## config.mk

```make
export PLATFORM = sky130hd
export DESIGN_NAME = period_averager
export DESIGN_NICKNAME = d
export VERILOG_FILES = /design/src/rtl/period_averager.sv
export SDC_FILE = /design/constraint.sdc
export NUM_CORES = 1
export LEC_CHECK = 0
export BUFFER_PORTS_ARGS = -buffer_cell sky130_fd_sc_hd__buf_4
export CORE_ASPECT_RATIO = 0.75
export CORE_MARGIN = 2
export CORE_UTILIZATION = 54
export CTS_CLUSTER_SIZE = 40
export DETAILED_ROUTE_END_ITERATION = 8
export PLACE_DENSITY = 0.77
export SETUP_SLACK_MARGIN = 0.4
export SLEW_MARGIN = 20
export SYNTH_ARGS = -nofsm -noshare
export SYNTH_HDL_FRONTEND = slang
export SYNTH_SLANG_ARGS = --single-unit
```

## constraint.sdc

```tcl
create_clock -name clk24M -period 2.5 [get_ports clk24M]
set_input_delay 0.375 -clock clk24M [delete_from_list [all_inputs] [get_ports clk24M]]
set_output_delay 0.375 -clock clk24M [all_outputs]
set_load 0.005 [all_outputs]
```

## src/rtl/period_averager.sv

```systemverilog
// Single-channel period averager: synchronises and deglitches a square-wave
// input, counts clk24M cycles between filtered rising edges, and reports the
// most recent period together with a running average of 2^LOG2N periods.
module period_averager #(
    parameter int CNT_W = 24,
    parameter int LOG2N = 4,
    parameter int FILT  = 3
) (
    input  logic             clk24M,
    input  logic             rst,
    input  logic             sig_in,
    input  logic             clr,
    output logic [CNT_W-1:0] period_last,
    output logic [CNT_W-1:0] period_avg,
    output logic             avg_valid,
    output logic             stale,
    output logic             armed
);

    localparam int               ACC_W     = CNT_W + LOG2N;
    localparam logic [CNT_W-1:0] CNT_MAX   = '1;
    localparam logic [CNT_W-1:0] CNT_PRE   = CNT_MAX - 1'b1;
    localparam logic [LOG2N-1:0] K_LAST    = '1;
    localparam logic [3:0]       FCNT_LAST = 4'(FILT - 1);

    logic             sync1_q, sync1_d;
    logic             sync2_q, sync2_d;
    logic             f_q, f_d;
    logic             f_dly_q, f_dly_d;
    logic [3:0]       fcnt_q, fcnt_d;
    logic [CNT_W-1:0] pcnt_q, pcnt_d;
    logic [ACC_W-1:0] acc_q, acc_d;
    logic [LOG2N-1:0] k_q, k_d;
    logic             armed_q, armed_d;
    logic             stale_q, stale_d;
    logic             avg_valid_q, avg_valid_d;
    logic [CNT_W-1:0] period_last_q, period_last_d;
    logic [CNT_W-1:0] period_avg_q, period_avg_d;
    logic             rise;
    logic [ACC_W-1:0] acc_sum;

    // Two-flop synchroniser, then a filter that only moves the level after
    // FILT consecutive cycles of disagreement; rise marks a new filtered edge.
    always_comb begin
        sync1_d = sig_in;
        sync2_d = sync1_q;
        f_d     = f_q;
        fcnt_d  = '0;
        f_dly_d = f_q;
        if (sync2_q != f_q) begin
            if (fcnt_q == FCNT_LAST) begin
                f_d = sync2_q;
            end else begin
                fcnt_d = fcnt_q + 1'b1;
            end
        end
        rise = f_q & ~f_dly_q;
    end

    // Period counting, sample accumulation, averaging, timeout and restart;
    // the first edge after reset/clr/timeout only arms the measurement.
    always_comb begin
        pcnt_d        = pcnt_q;
        acc_d         = acc_q;
        k_d           = k_q;
        armed_d       = armed_q;
        stale_d       = stale_q;
        avg_valid_d   = 1'b0;
        period_last_d = period_last_q;
        period_avg_d  = period_avg_q;
        acc_sum       = acc_q + {{LOG2N{1'b0}}, pcnt_q};

        if (rise) begin
            pcnt_d = {{(CNT_W-1){1'b0}}, 1'b1};
        end else if (pcnt_q != CNT_MAX) begin
            pcnt_d = pcnt_q + 1'b1;
        end

        if (clr) begin
            armed_d = 1'b0;
            acc_d   = '0;
            k_d     = '0;
            pcnt_d  = '0;
            stale_d = 1'b0;
        end else if (rise) begin
            if (!armed_q) begin
                armed_d = 1'b1;
            end else if (pcnt_q != CNT_MAX) begin
                period_last_d = pcnt_q;
                if (k_q == K_LAST) begin
                    period_avg_d = acc_sum[ACC_W-1:LOG2N];
                    avg_valid_d  = 1'b1;
                    acc_d        = '0;
                    k_d          = '0;
                    stale_d      = 1'b0;
                end else begin
                    acc_d = acc_sum;
                    k_d   = k_q + 1'b1;
                end
            end
        end else if (armed_q && pcnt_q == CNT_PRE) begin
            stale_d = 1'b1;
            armed_d = 1'b0;
            acc_d   = '0;
            k_d     = '0;
        end
    end

    // State register with synchronous reset.
    always_ff @(posedge clk24M) begin
        if (rst) begin
            sync1_q       <= 1'b0;
            sync2_q       <= 1'b0;
            f_q           <= 1'b0;
            f_dly_q       <= 1'b0;
            fcnt_q        <= '0;
            pcnt_q        <= '0;
            acc_q         <= '0;
            k_q           <= '0;
            armed_q       <= 1'b0;
            stale_q       <= 1'b0;
            avg_valid_q   <= 1'b0;
            period_last_q <= '0;
            period_avg_q  <= '0;
        end else begin
            sync1_q       <= sync1_d;
            sync2_q       <= sync2_d;
            f_q           <= f_d;
            f_dly_q       <= f_dly_d;
            fcnt_q        <= fcnt_d;
            pcnt_q        <= pcnt_d;
            acc_q         <= acc_d;
            k_q           <= k_d;
            armed_q       <= armed_d;
            stale_q       <= stale_d;
            avg_valid_q   <= avg_valid_d;
            period_last_q <= period_last_d;
            period_avg_q  <= period_avg_d;
        end
    end

    assign period_last = period_last_q;
    assign period_avg  = period_avg_q;
    assign avg_valid   = avg_valid_q;
    assign stale       = stale_q;
    assign armed       = armed_q;

endmodule
```

Yosys cells after proc, flatten, opt, wreduce, memory -nomap -nowiden
Cells that the tools add are included.
Widths: inputs -> output; s select.
Storage, ports and cells
  flip-flop bits (word level): 115
  latch bits: 0
  bits in writable memories: 0
  memory bits (read-only): 0
  input bits: 4
  output and inout bits: 51
  word-level logic and storage cells: 65
  memories kept: 0
Cells by class
  $add $sub $neg: 4
  multiply operators: 0
  divide/modulo/power cells: 0
  order comparisons: 0
  equal/unequal tests: 8
  shifts and indexed selects: 0
  muxes and demuxes: 20
  bitwise logic cells: 7
  reduce and logical (&&, ||, !) cells: 12
Operators with widths (count)
  $mux 28: 5
  $add 28x24->28: 1
  $add 24x1->24 const B: 1
  $eq 24x24->1 const B: 1
  $ne 24x24->1 const B: 1
  $mux 4: 5
  $mux 1: 10
  $add 4x1->4 const B: 2
  $reduce_and 4->1: 2
  $not 1->1: 6
  $reduce_or 3->1: 2
  $reduce_and 5->1: 1
  $reduce_or 5->1: 1
  $eq 4x2->1 const B: 1
  $eq 4x4->1 const B: 1
  $ne 2x1->1 const B: 2
  $reduce_bool 2->1: 2
  $reduce_and 3->1: 1
  $ne 2x2->1 const B: 1
  $reduce_and 2->1: 1
  $reduce_or 2->1: 1
  $and 1x1->1: 1
  $logic_and 1x1->1: 1
  $ne 1x1->1: 1

Logic depth before layout (Yosys ltp)
  word-level depth: 5
  depth in mapped cells: 12
  gate-level depth less buffers: 11

Least setup slack after synthesis
No wires, ideal clock.
  path type: flip-flop to flip-flop
  from: register pcnt_q[0]
  to: register period_avg_q[20], in the netlist period_avg[20]
  arrival time: 2.508 ns
  data required time: 2.380 ns
  slack: -0.128 ns
  stages on the path, launching flop included: 12
  period minus slack after synthesis: 2.628 ns
  cells stage by stage: dfxtp_1 ha_1 inv_1 fa_1 nand2b_1 a21oi_1 o211ai_1 a21oi_1 a31oi_1 o21ai_1 nor4_1 a211o_1
Between the ends
  longest elaborated chain between the ends: 2
  elaborated cells between the ends (all ways): 3
Ends and longest elaborated chain
  start, declared: RTL line 31  | logic [CNT_W-1:0] pcnt_q, pcnt_d;
  start signal, assigned: RTL line 131  | pcnt_q <= pcnt_d;
  parallel branches: the longest is 2 deep, another holds $add 28x24->28
  end signal, assigned: RTL line 138  | period_avg_q <= period_avg_d;
  end, declared: RTL line 38  | logic [CNT_W-1:0] period_avg_q, period_avg_d;
Parallel ways; which one is timed is not known.
A chain may end at the register's enable or synchronous reset.

Final worst setup path
  from: register pcnt_q[0]
  to: register period_avg_q[16], in the netlist period_avg[16]
Same word-level chain as after synthesis.

==> key figures <==
Timing
  • Setup TNS: -51.7 ps
  • Final-report hold violation count: 0
  • Worst rel slew slack: 0.527
  • Achievable Freq: 394 MHz
  • Unrepaired setup endpoints after global routing: true
  • Worst-margin pin slew: 708 ps
  • Post-route setup slack: -36.8 ps
  • Max-slew violations: 0
  • Setup Viol. Count Final: 4
  • Skew final: 9.81 ps
  • Tmin final: 2540 ps
  • Period utilisation layout: 1.01

Setup path
  • Crit path arrival time: 2850 ps
  • Element type at the critical path end: register
  • Crit path max-delay family: compound AO/OA/AOI/OAI gates
  • Flop2flop setup slack: -40 ps
  • Critical path type: register to register
  • CP bufs+invs: 2
  • Slowest CP cell: dfxtp_4
  • CP Launch Type: register
  • Required time worst endpoint: 2810 ps
  • CP max FO: 3
  • RR Endpoint: period_avg[16]
  • R2R cell count: 12
  • Cells along the critical path: ha_4 -> inv_2 -> fa_2 -> nand2b_4 -> a21oi_4 -> o211ai_1 -> a21oi_2 -> buf_4 -> nor2_4 -> o21ai_4 -> nor4b_2 -> a211o_1
  • Crit-path max cell delay: 370 ps
  • Cell count along the critical path: 12
  • FF-to-FF Start: pcnt_q[0]

Synthesis
  • Yosys cell types: 69
  • Register area share after synthesis: 0.396
  • FF+latch count, synth: 115
  • Ys Warns: 0
  • Syn Inst Count: 694
  • Top FF cell, synth: dfxtp_1
  • Post-synth EDFFs: 0
  • Mapped Nets: 728
  • Post-synthesis cell area: 5820 um^2
  • Synth async-reset ratio: 0
  • Mean Syn Cell Area: 8.38 um^2

Power
  • Logic pwr share: 0.017
  • Sw Share: 0.239
  • Pwr Density: 507 nW/um^2
  • Switch Pwr: 1.06 mW
  • Clk pwr share: 0.570
  • Total Power: 4.43 mW
  • Sequential cell fraction of total power: 0.413
  • Pint: 3.37 mW
  • Lkg Pwr: 3.64 nW
  • Maximum vdd ir drop: 0.645 mV

Global route
  • Global route overflow: 0
  • Initial antenna violation count: 0
  • Overall routing resource usage: 0.314
  • Largest net degree at the start of global routing: 64
  • Vias in the first global route: 5574
  • First-pass GRT wire length: 27700 um

Route
  • First-pass DRT Iterations: 5
  • DRC: 0
  • Routed wire per std cell: 22.1 um
  • Routed WL: 21600 um
  • Antenna Nets Post-Route: 0
  • Via count: 6184
  • First DRT Iteration DRCs: 588
  • Vias per cell: 6.33

Floorplanning
  • Die ar.: 11600 um^2
  • Chip height: 93.9 um
  • Die W: 124 um
  • Initial core utilization: 0.561
  • I/O pin cnt: 55
  • Placement Rows: 32
  • Core Region: 10400 um^2

Hold path
  • Hold depth: 2
  • Worst Hold Path EP: sync1_q
  • Worst Hold Class: input port to register
  • Min-delay src: sig_in

Clock tree
  • Clk root buf: clkbuf_16
  • Clock transition at path regs: 60 ps
  • CTS Buffer Depth: 2
  • CTS buffer count: 17
  • CTS tree: built
  • Hold-fix buffers, CTS: 0
  • Htree depth: 4
  • Clock sink count: 115
  • Latest clock arrival within the worst-skew pair: 440 ps

Cells and area
  • Fraction of layout cells with a size suffix above 1: 0.413
  • Post-Layout Cell Count: 977
  • Synth-to-layout area growth: 50.1%
  • Most frequent cells in the layout: buf_4, dfxtp_1, nand2_1
  • Nets: 862
  • Diode count: 0
  • Commonest non-fill, non-tap cell in the layout: buf_4

Place
  • Port Buf Inserts: 54
  • Final Wtd Congestion: 0.902
  • Post-Place Cells: 875
  • Detail Placement HPWL: 10500 um

Run status
  • Status: complete, but fails checks
  • Failing checks: setup timing

Flow run
  • Number of max-cap violations: 0
## area by class of cell
class / count / area (um^2)
Fill cell: 511 / 1640
Tap cell: 136 / 170
Timing Repair Buffer: 148 / 1380
Clock inverter: 14 / 160
Multi-Input combinational cell: 534 / 4180
Sequential cell: 115 / 2360
Inverter: 12 / 45.0
Clock buffer: 18 / 439
## flip-flops by register name, indices dropped and copies added, names as in the netlist, 4 cells and up
signal and cells:
pcnt_q 24, acc_q 28, k_q 4, period_last 24
fcnt_q 4, period_avg 24
## worst reg2reg max path, delay by kind of cell, from the launching register on
kind                     cells  cell delay [ps]
buffers and inverters        2              230
adder cells (fa/ha/maj)      2              480
flip-flops                   1              370
AND/OR/NAND/NOR              3              320
AO/OA/AOI/OAI                5             1020
## logic make-up after synthesis
family          synth area share
simple gates               0.236
flops                      0.396
buf+inv                   0.0394
compound gates             0.195
mux                      0.00516
fa+ha+maj                 0.0658
xor+xnor                  0.0632
## metrics by stage
| step | utilization | worst slack [ps] | hold slack [ps] | instance area [um^2] |
|---|---|---|---|---|
| 6_report | 0.842 | -36.8 | 166 | 8730 |
| 5_1_grt | 0.842 | -130 | 192 | 8730 |
| 4_1_cts | 0.765 | 89.8 | 163 | 7930 |
| 3_5_place_dp | 0.637 | -4.72 | 435 | 6610 |
| 3_3_place_gp | 0.637 | 67.7 | 427 | 6610 |
| 2_1_floorplan | - | 228 | 414 | 6020 |
## cell usage after synthesis, types with 2 or more instances
master	n	area (um^2)
a21boi_0	2	15.0
dfxtp_1	115	2300
nor4b_1	3	26.3
or4_1	2	15.0
o21ai_0	19	95.1
or3_1	6	37.5
and3_1	8	50.1
a22o_1	8	70.1
buf_1	2	7.51
nand2b_1	6	37.5
a22oi_1	10	75.1
a31oi_1	5	31.3
nor2_1	67	251
nor2b_1	6	37.5
a211o_1	5	43.8
xnor2_1	24	210
buf_2	3	15.0
nand2_1	113	424
clkbuf_1	23	86.3
nand3_1	20	100
xor2_1	18	158
nand4_1	10	62.6
ha_1	29	363
and2_1	8	50.1
o21bai_1	3	22.5
o211a_1	2	20.0
or2_2	2	12.5
a21oi_1	74	370
inv_1	12	45.0
nor3_1	8	40.0
o211ai_1	4	30.0
buf_6	4	45.0
mux2i_1	3	30.0
a211oi_1	5	37.5
buf_4	2	15.0
and4_4	2	22.5
a31oi_2	2	25.0
a21o_1	18	135
a221oi_1	2	17.5
and4_1	4	35.0
nor3b_1	6	45.0
nor4_1	2	12.5
## how the worst max path moves through the flow
stage,start,end
floorplan,pcnt_q[0],period_avg[20]
global placement,pcnt_q[5],period_avg[22]
detailed placement,pcnt_q[0],acc_q[26]
CTS,pcnt_q[0],period_avg[16]
global route,pcnt_q[0],period_avg[16]
finish,pcnt_q[0],period_avg[16]
## timing repair
item                       4_1_cts  5_1_grt
buffers inserted                31       30
setup endpoints to repair       80       95
cloned                           5        4
pin swaps                       44       54
resized for setup               89      128
## power by group through the flow
stage          logic, mW  registers [mW]  clock network [mW]
2_1_floorplan     0.0387            1.88                   0
3_3_place_gp      0.0552            1.88                   0
3_5_place_dp      0.0578            1.88                   0
4_1_cts           0.0673            1.83                2.49
5_1_grt           0.0782            1.83                2.62
6_report          0.0745            1.83                2.52
## metal layers
metal	part of all wire	vias to the layer above	track usage
li1	-	2721	-
met1	0.39	2910	0.408
met2	0.46	429	0.505
met3	0.099	124	0.0667
met4	0.051	0	0.134
met5	0	-	0
No activity file was read; power rests on OpenSTA's default activity.
